## src/rtl/fft_pkg.sv

```systemverilog
// Shared FFT datapath definitions: default widths, fixed-point helpers and
// the saturating narrow function used by the butterfly output stage.
package fft_pkg;

  localparam int DEF_DATA_W = 16;
  localparam int DEF_TW_W   = 16;

  // Twiddles are Q(TW_W-2): two integer bits so that -2.0 is representable.
  function automatic int frac_bits(input int tw_w);
    return tw_w - 2;
  endfunction

  typedef struct packed {
    logic signed [DEF_DATA_W-1:0] re;
    logic signed [DEF_DATA_W-1:0] im;
  } cplx_t;

  typedef struct packed {
    logic signed [63:0] val;
    logic               clip;
  } sat_res_t;

  // Clamp a signed value into a signed field of the given width.
  function automatic sat_res_t sat_to_w(input logic signed [63:0] value, input int width);
    sat_res_t           res;
    logic signed [63:0] hi;
    logic signed [63:0] lo;
    hi = (64'sd1 <<< (width - 1)) - 64'sd1;
    lo = -hi - 64'sd1;
    res.clip = 1'b1;
    if (value > hi) begin
      res.val = hi;
    end else if (value < lo) begin
      res.val = lo;
    end else begin
      res.val  = value;
      res.clip = 1'b0;
    end
    return res;
  endfunction

endpackage

```

## src/rtl/cplx_mult_round.sv

```systemverilog
// Complex y*W (or y*conj(W)) with round-half-up back to data scale.
// Two register stages: raw partial products, then combined and rounded.
module cplx_mult_round
  import fft_pkg::*;
#(
  parameter int DATA_W = DEF_DATA_W,
  parameter int TW_W   = DEF_TW_W
) (
  input  logic                  i_clk,
  input  logic                  i_rst_n,
  input  logic                  i_hold,
  input  logic                  i_en,
  input  logic [2*DATA_W-1:0]   i_y,
  input  logic [2*TW_W-1:0]     i_tw,
  input  logic                  i_inv,
  output logic signed [DATA_W+3:0] o_tr,
  output logic signed [DATA_W+3:0] o_tj,
  output logic                  o_valid
);

  localparam int P_W  = DATA_W + TW_W + 1;
  localparam int S_W  = P_W + 1;
  localparam int FRAC = frac_bits(TW_W);
  localparam int T_W  = DATA_W + 4;
  localparam logic signed [S_W-1:0] HALF = S_W'(1) <<< (FRAC - 1);

  logic signed [DATA_W-1:0] yr, yj;
  logic signed [TW_W-1:0]   twr, twj;
  logic signed [TW_W:0]     twj_e;
  logic signed [P_W-1:0]    m_rr, m_jj, m_rj, m_jr;
  logic signed [P_W-1:0]    p_rr, p_jj, p_rj, p_jr;
  logic                     v1;
  logic signed [S_W-1:0]    pr, pj;
  logic signed [T_W-1:0]    tr_c, tj_c;

  assign yr  = i_y[2*DATA_W-1:DATA_W];
  assign yj  = i_y[DATA_W-1:0];
  assign twr = i_tw[2*TW_W-1:TW_W];
  assign twj = i_tw[TW_W-1:0];

  // Conjugation done one bit wider so negating the most negative twiddle cannot wrap.
  assign twj_e = i_inv ? -((TW_W+1)'(twj)) : (TW_W+1)'(twj);

  // Four real partial products at full precision.
  always_comb begin
    m_rr = P_W'(yr) * P_W'(twr);
    m_jj = P_W'(yj) * P_W'(twj_e);
    m_rj = P_W'(yr) * P_W'(twj_e);
    m_jr = P_W'(yj) * P_W'(twr);
  end

  // Stage 1: register partial products; invalid cycles load zero.
  always_ff @(posedge i_clk or negedge i_rst_n) begin
    if (!i_rst_n) begin
      v1   <= 1'b0;
      p_rr <= '0;
      p_jj <= '0;
      p_rj <= '0;
      p_jr <= '0;
    end else if (!i_hold) begin
      v1 <= i_en;
      if (i_en) begin
        p_rr <= m_rr;
        p_jj <= m_jj;
        p_rj <= m_rj;
        p_jr <= m_jr;
      end else begin
        p_rr <= '0;
        p_jj <= '0;
        p_rj <= '0;
        p_jr <= '0;
      end
    end
  end

  // Combine into real/imag products and round half-up to data scale; the
  // shifted result is exactly T_W bits wide so nothing significant is lost.
  always_comb begin
    pr   = S_W'(p_rr) - S_W'(p_jj);
    pj   = S_W'(p_rj) + S_W'(p_jr);
    tr_c = T_W'((pr + HALF) >>> FRAC);
    tj_c = T_W'((pj + HALF) >>> FRAC);
  end

  // Stage 2: register the rounded product.
  always_ff @(posedge i_clk or negedge i_rst_n) begin
    if (!i_rst_n) begin
      o_valid <= 1'b0;
      o_tr    <= '0;
      o_tj    <= '0;
    end else if (!i_hold) begin
      o_valid <= v1;
      if (v1) begin
        o_tr <= tr_c;
        o_tj <= tj_c;
      end else begin
        o_tr <= '0;
        o_tj <= '0;
      end
    end
  end

endmodule

```

## src/rtl/butterfly_unit_param.sv

```systemverilog
// Radix-2 DIT butterfly: o_x = x + y*W, o_y = x - y*W, three-stage pipeline
// with optional halving, saturation and a sticky overflow flag.
module butterfly_unit_param
  import fft_pkg::*;
#(
  parameter int DATA_W = DEF_DATA_W,
  parameter int TW_W   = DEF_TW_W,
  parameter int TAG_W  = 8
) (
  input  logic                i_clk,
  input  logic                i_rst_n,
  input  logic                i_en,
  input  logic                i_hold,
  input  logic [2*DATA_W-1:0] i_x,
  input  logic [2*DATA_W-1:0] i_y,
  input  logic [2*TW_W-1:0]   i_tw,
  input  logic                i_inv,
  input  logic                i_scale,
  input  logic [TAG_W-1:0]    i_tag,
  input  logic                i_clr_ovf,
  output logic [2*DATA_W-1:0] o_x,
  output logic [2*DATA_W-1:0] o_y,
  output logic [TAG_W-1:0]    o_tag,
  output logic                o_en,
  output logic                o_ovf
);

  localparam int A_W = DATA_W + 4;

  logic signed [A_W-1:0]    tr, tj;
  logic                     v2;
  logic [2*DATA_W-1:0]      x1, x2;
  logic [TAG_W-1:0]         tag1, tag2;
  logic                     scale1, scale2;
  logic signed [DATA_W-1:0] xr2, xj2;
  logic signed [A_W-1:0]    axr, axj, ayr, ayj;
  sat_res_t                 s_xr, s_xj, s_yr, s_yj;
  logic                     clip_any;

  cplx_mult_round #(
    .DATA_W (DATA_W),
    .TW_W   (TW_W)
  ) u_mult (
    .i_clk   (i_clk),
    .i_rst_n (i_rst_n),
    .i_hold  (i_hold),
    .i_en    (i_en),
    .i_y     (i_y),
    .i_tw    (i_tw),
    .i_inv   (i_inv),
    .o_tr    (tr),
    .o_tj    (tj),
    .o_valid (v2)
  );

  // Sideband delay line matching the multiplier; zeros follow invalid slots.
  always_ff @(posedge i_clk or negedge i_rst_n) begin
    if (!i_rst_n) begin
      x1     <= '0;
      tag1   <= '0;
      scale1 <= 1'b0;
      x2     <= '0;
      tag2   <= '0;
      scale2 <= 1'b0;
    end else if (!i_hold) begin
      if (i_en) begin
        x1     <= i_x;
        tag1   <= i_tag;
        scale1 <= i_scale;
      end else begin
        x1     <= '0;
        tag1   <= '0;
        scale1 <= 1'b0;
      end
      x2     <= x1;
      tag2   <= tag1;
      scale2 <= scale1;
    end
  end

  assign xr2 = x2[2*DATA_W-1:DATA_W];
  assign xj2 = x2[DATA_W-1:0];

  // Add/subtract with headroom, optional round-half-up halving, then clamp.
  always_comb begin
    axr = A_W'(xr2) + tr;
    axj = A_W'(xj2) + tj;
    ayr = A_W'(xr2) - tr;
    ayj = A_W'(xj2) - tj;
    if (scale2) begin
      axr = (axr + A_W'(1)) >>> 1;
      axj = (axj + A_W'(1)) >>> 1;
      ayr = (ayr + A_W'(1)) >>> 1;
      ayj = (ayj + A_W'(1)) >>> 1;
    end
    s_xr     = sat_to_w(64'(axr), DATA_W);
    s_xj     = sat_to_w(64'(axj), DATA_W);
    s_yr     = sat_to_w(64'(ayr), DATA_W);
    s_yj     = sat_to_w(64'(ayj), DATA_W);
    clip_any = s_xr.clip | s_xj.clip | s_yr.clip | s_yj.clip;
  end

  // Stage 3: output registers and sticky overflow (set beats clear).
  always_ff @(posedge i_clk or negedge i_rst_n) begin
    if (!i_rst_n) begin
      o_x   <= '0;
      o_y   <= '0;
      o_tag <= '0;
      o_en  <= 1'b0;
      o_ovf <= 1'b0;
    end else if (!i_hold) begin
      o_en <= v2;
      if (v2) begin
        o_x   <= {DATA_W'(s_xr.val), DATA_W'(s_xj.val)};
        o_y   <= {DATA_W'(s_yr.val), DATA_W'(s_yj.val)};
        o_tag <= tag2;
      end else begin
        o_x   <= '0;
        o_y   <= '0;
        o_tag <= '0;
      end
      if (v2 && clip_any) begin
        o_ovf <= 1'b1;
      end else if (i_clr_ovf) begin
        o_ovf <= 1'b0;
      end
    end
  end

endmodule
```

## config.mk

```make
export PLATFORM = sky130hd
export DESIGN_NAME = butterfly_unit_param
export DESIGN_NICKNAME = d
export VERILOG_FILES = /design/src/rtl/fft_pkg.sv /design/src/rtl/cplx_mult_round.sv /design/src/rtl/butterfly_unit_param.sv
export SDC_FILE = /design/constraint.sdc
export NUM_CORES = 2
export LEC_CHECK = 0
export CORE_MARGIN = 2
export CORE_UTILIZATION = 42
export CTS_BUF_LIST = sky130_fd_sc_hd__clkbuf_4 sky130_fd_sc_hd__clkbuf_8
export DETAILED_ROUTE_END_ITERATION = 8
export PLACE_DENSITY_LB_ADDON = 0.15
export SYNTH_ARGS = -nofsm -noshare
export SYNTH_HDL_FRONTEND = slang
export SYNTH_SLANG_ARGS = --single-unit
export TNS_END_PERCENT = 1
```

## constraint.sdc

```tcl
create_clock -name i_clk -period 9.9 [get_ports i_clk]
set_clock_uncertainty 0.2 [all_clocks]
set_input_delay 1.98 -clock i_clk [delete_from_list [all_inputs] [get_ports i_clk]]
set_output_delay 1.98 -clock i_clk [all_outputs]
set_load 0.005 [all_outputs]
```

==> reports/qor.yml <==
cap_violations: 0
setup_violations: 0
grt_pass1_wl_um: 283000
synth-edff-count: 0
synth_seq_cells: 328
gr-total-overflow: 0
initial_core_util_pct: 42.2
area_growth_pct: 12.2
outcome: "complete, no violations"
crit_path_end_kind: "register"
async_flop_share_pct: 100
antenna_found_initial: 6
cp.required_ps: 10320
arrival_ps: 9790
cts_root_buf: "clkbuf_8"
grt_max_degree: 174
clkTransAtPathRegs_ps: 90
critical_path_class: "in -> reg"
h-tree-depth: 2
rows: 141
synthTopCellsByArea: "fa_1 (35%), dfrtp_1 (13%), ha_1 (11%)"
die_x_um: 389
clock_latency_ps: 750
synth_flop_cell: "dfrtp_1"
cpMostUsedCell: "fa_1"
setup_ws_ps: 531
finalNonFillerCells: 9229
drt_iter0_markers: 2851
ctsHoldBuffers: 0
synth_common_cells: "inv_1 (1402), fa_1 (1080), nand2_1 (902)"
max_slew_margin_pct: 29.5
drive_gt1_share_pct: 7.94
slew_violations: 0
globalplace.congestion: 0.909
avgViaCountPerCell: 5.20
drc_errors: 0
yosysSeqAreaShare_pct: 13.2
groute.usage.overall_pct: 23.7
die_y_um: 389
critPathSlowestCell: "fa_1"
detail-route-antenna-nets: 0
dp_hpwl_um: 145000
post-synth-top-area-cell: "fa_1"
firstDrtPassIters: 6
synth.most_common_cell: "inv_1"
pin_count: 185
hold_class: "reg -> reg"
dr_total_vias: 48000
tritoncts: "done"
hold_viol_final: 0
cts_buffer_depth: 3
syn_area_per_cell_sq_um: 8.94
routed_wl_um: 178000
grt_pass1_vias: 49300
wl_per_cell_um: 19.2
place.port_buffers: 184
hold_ws_ps: 278
crit_fanout: 13
numCtsBuffers: 61
synth_cell_types: 90
core_sq_mm: 0.148
cts.sinks: 328
final.period_utilization_pct: 94.6
synth_cells: 6979
yosys_warnings: 0
cpPeakStageDelay_ps: 560
period_needed_ps: 9370
die_area_sq_mm: 0.152
placed_cells: 9111
syn_nets: 8709
tightestPinTransition_ps: 1060
fmax_mhz: 107
syn_area_sq_mm: 0.0624
worstSetupStartpointType: "input pin"
nets: 8974
pre_cts_ws_ps: -413
synth_top_area_share_pct: 34.7
metal layers:
| metal | routed length (um) | track usage, % |
|---|---|---|
| met5 | 41 | 0 |
| met4 | 4690 | 5.95 |
| met3 | 7750 | 2.43 |
| met2 | 84700 | 39.6 |
| met1 | 80400 | 33.0 |
placed cells by master (no fill, tap or decap), types with 58 or more instances in the layout:
cell	netlist	routed
a21o_1	84	84
a21oi_1	196	195
a22o_1	107	107
and2_1	449	449
buf_4	0	309
clkbuf_8	0	72
clkdlybuf4s50_1	0	181
dfrtp_1	328	327
fa_1	1080	1080
ha_1	539	539
inv_1	1402	1402
nand2_1	902	902
nand2b_1	67	67
nand3_1	58	58
nor2_1	177	175
nor3_1	82	81
o21ai_0	287	285
xnor2_1	181	168
xor2_1	59	58
state kept, by name (all words and copies together), names as in the netlist, 8 cells and up:
name	flops
o_tag	8
o_x	32
o_y	32
tag1	8
tag2	8
u_mult.o_tj	20
u_mult.o_tr	20
u_mult.p_jj	33
u_mult.p_jr	32
u_mult.p_rj	33
u_mult.p_rr	32
x1	32
x2	32
final timing paths:
path,cells past startpoint,slack (ps),endpoint,startpoint
max in group asynchronous,2,6940,scale2$_DFFE_PN0N_,i_rst_n
max reg2reg,16,4090,o_ovf$_DFFE_PN0P_,u_mult.o_tr[0]$_DFFE_PN0N_
max,33,530,u_mult.p_rj[32]$_DFFE_PN0N_,i_tw[4]
min reg2reg,1,280,scale2$_DFFE_PN0N_,scale1$_DFFE_PN0N_
min in group asynchronous,1,1130,u_mult.p_jr[28]$_DFFE_PN0N_,i_rst_n
min,1,280,scale2$_DFFE_PN0N_,scale1$_DFFE_PN0N_
stage by stage:
step	setup TNS [ps]	cell area [sq um]	util, %
floorplan	0	62400	-
global placement	-2920	68600	46.5
detailed placement	-4270	68600	46.5
CTS	0	70000	47.4
global route	-4.18	70000	47.4
finish	0	70000	47.4
cell type report:
class	count	area, sq um
fillers	14300	77700
multi-input cells	4916	47800
flip-flops and latches	328	8210
inverters	1404	5270
repair buffers	533	4950
well taps	1930	2410
clock buffers	85	1090
clock inverters	29	290
diodes	4	10.0
logic make-up after synthesis:
logic type | count (synthesis) | synth area share [%]
buffers and inverters | 1735 | 10.5
adder cells (fa/ha/maj) | 1619 | 45.5
AND/OR/NAND/NOR | 1957 | 15.2
flip-flops | 328 | 13.2
multiplexers | 58 | 1.02
XOR/XNOR | 240 | 3.37
AO/OA/AOI/OAI | 1042 | 11.3
critical path, delay by kind of cell:
family | cells | cell delay, ps
simple gates | 7 | 840
buf+inv | 6 | 1070
compound gates | 11 | 2340
fa+ha+maj | 7 | 3260
xor+xnor | 2 | 320
repair_timing:
action / in CTS / in global routing
setup endpoints to repair: 0 / 11
setup buffers: 0 / 0
resized for setup: 0 / 7
Power is left out: the tool's default activity adds up to more than one toggle a clock period on the data nets, which glitch-free logic cannot reach.
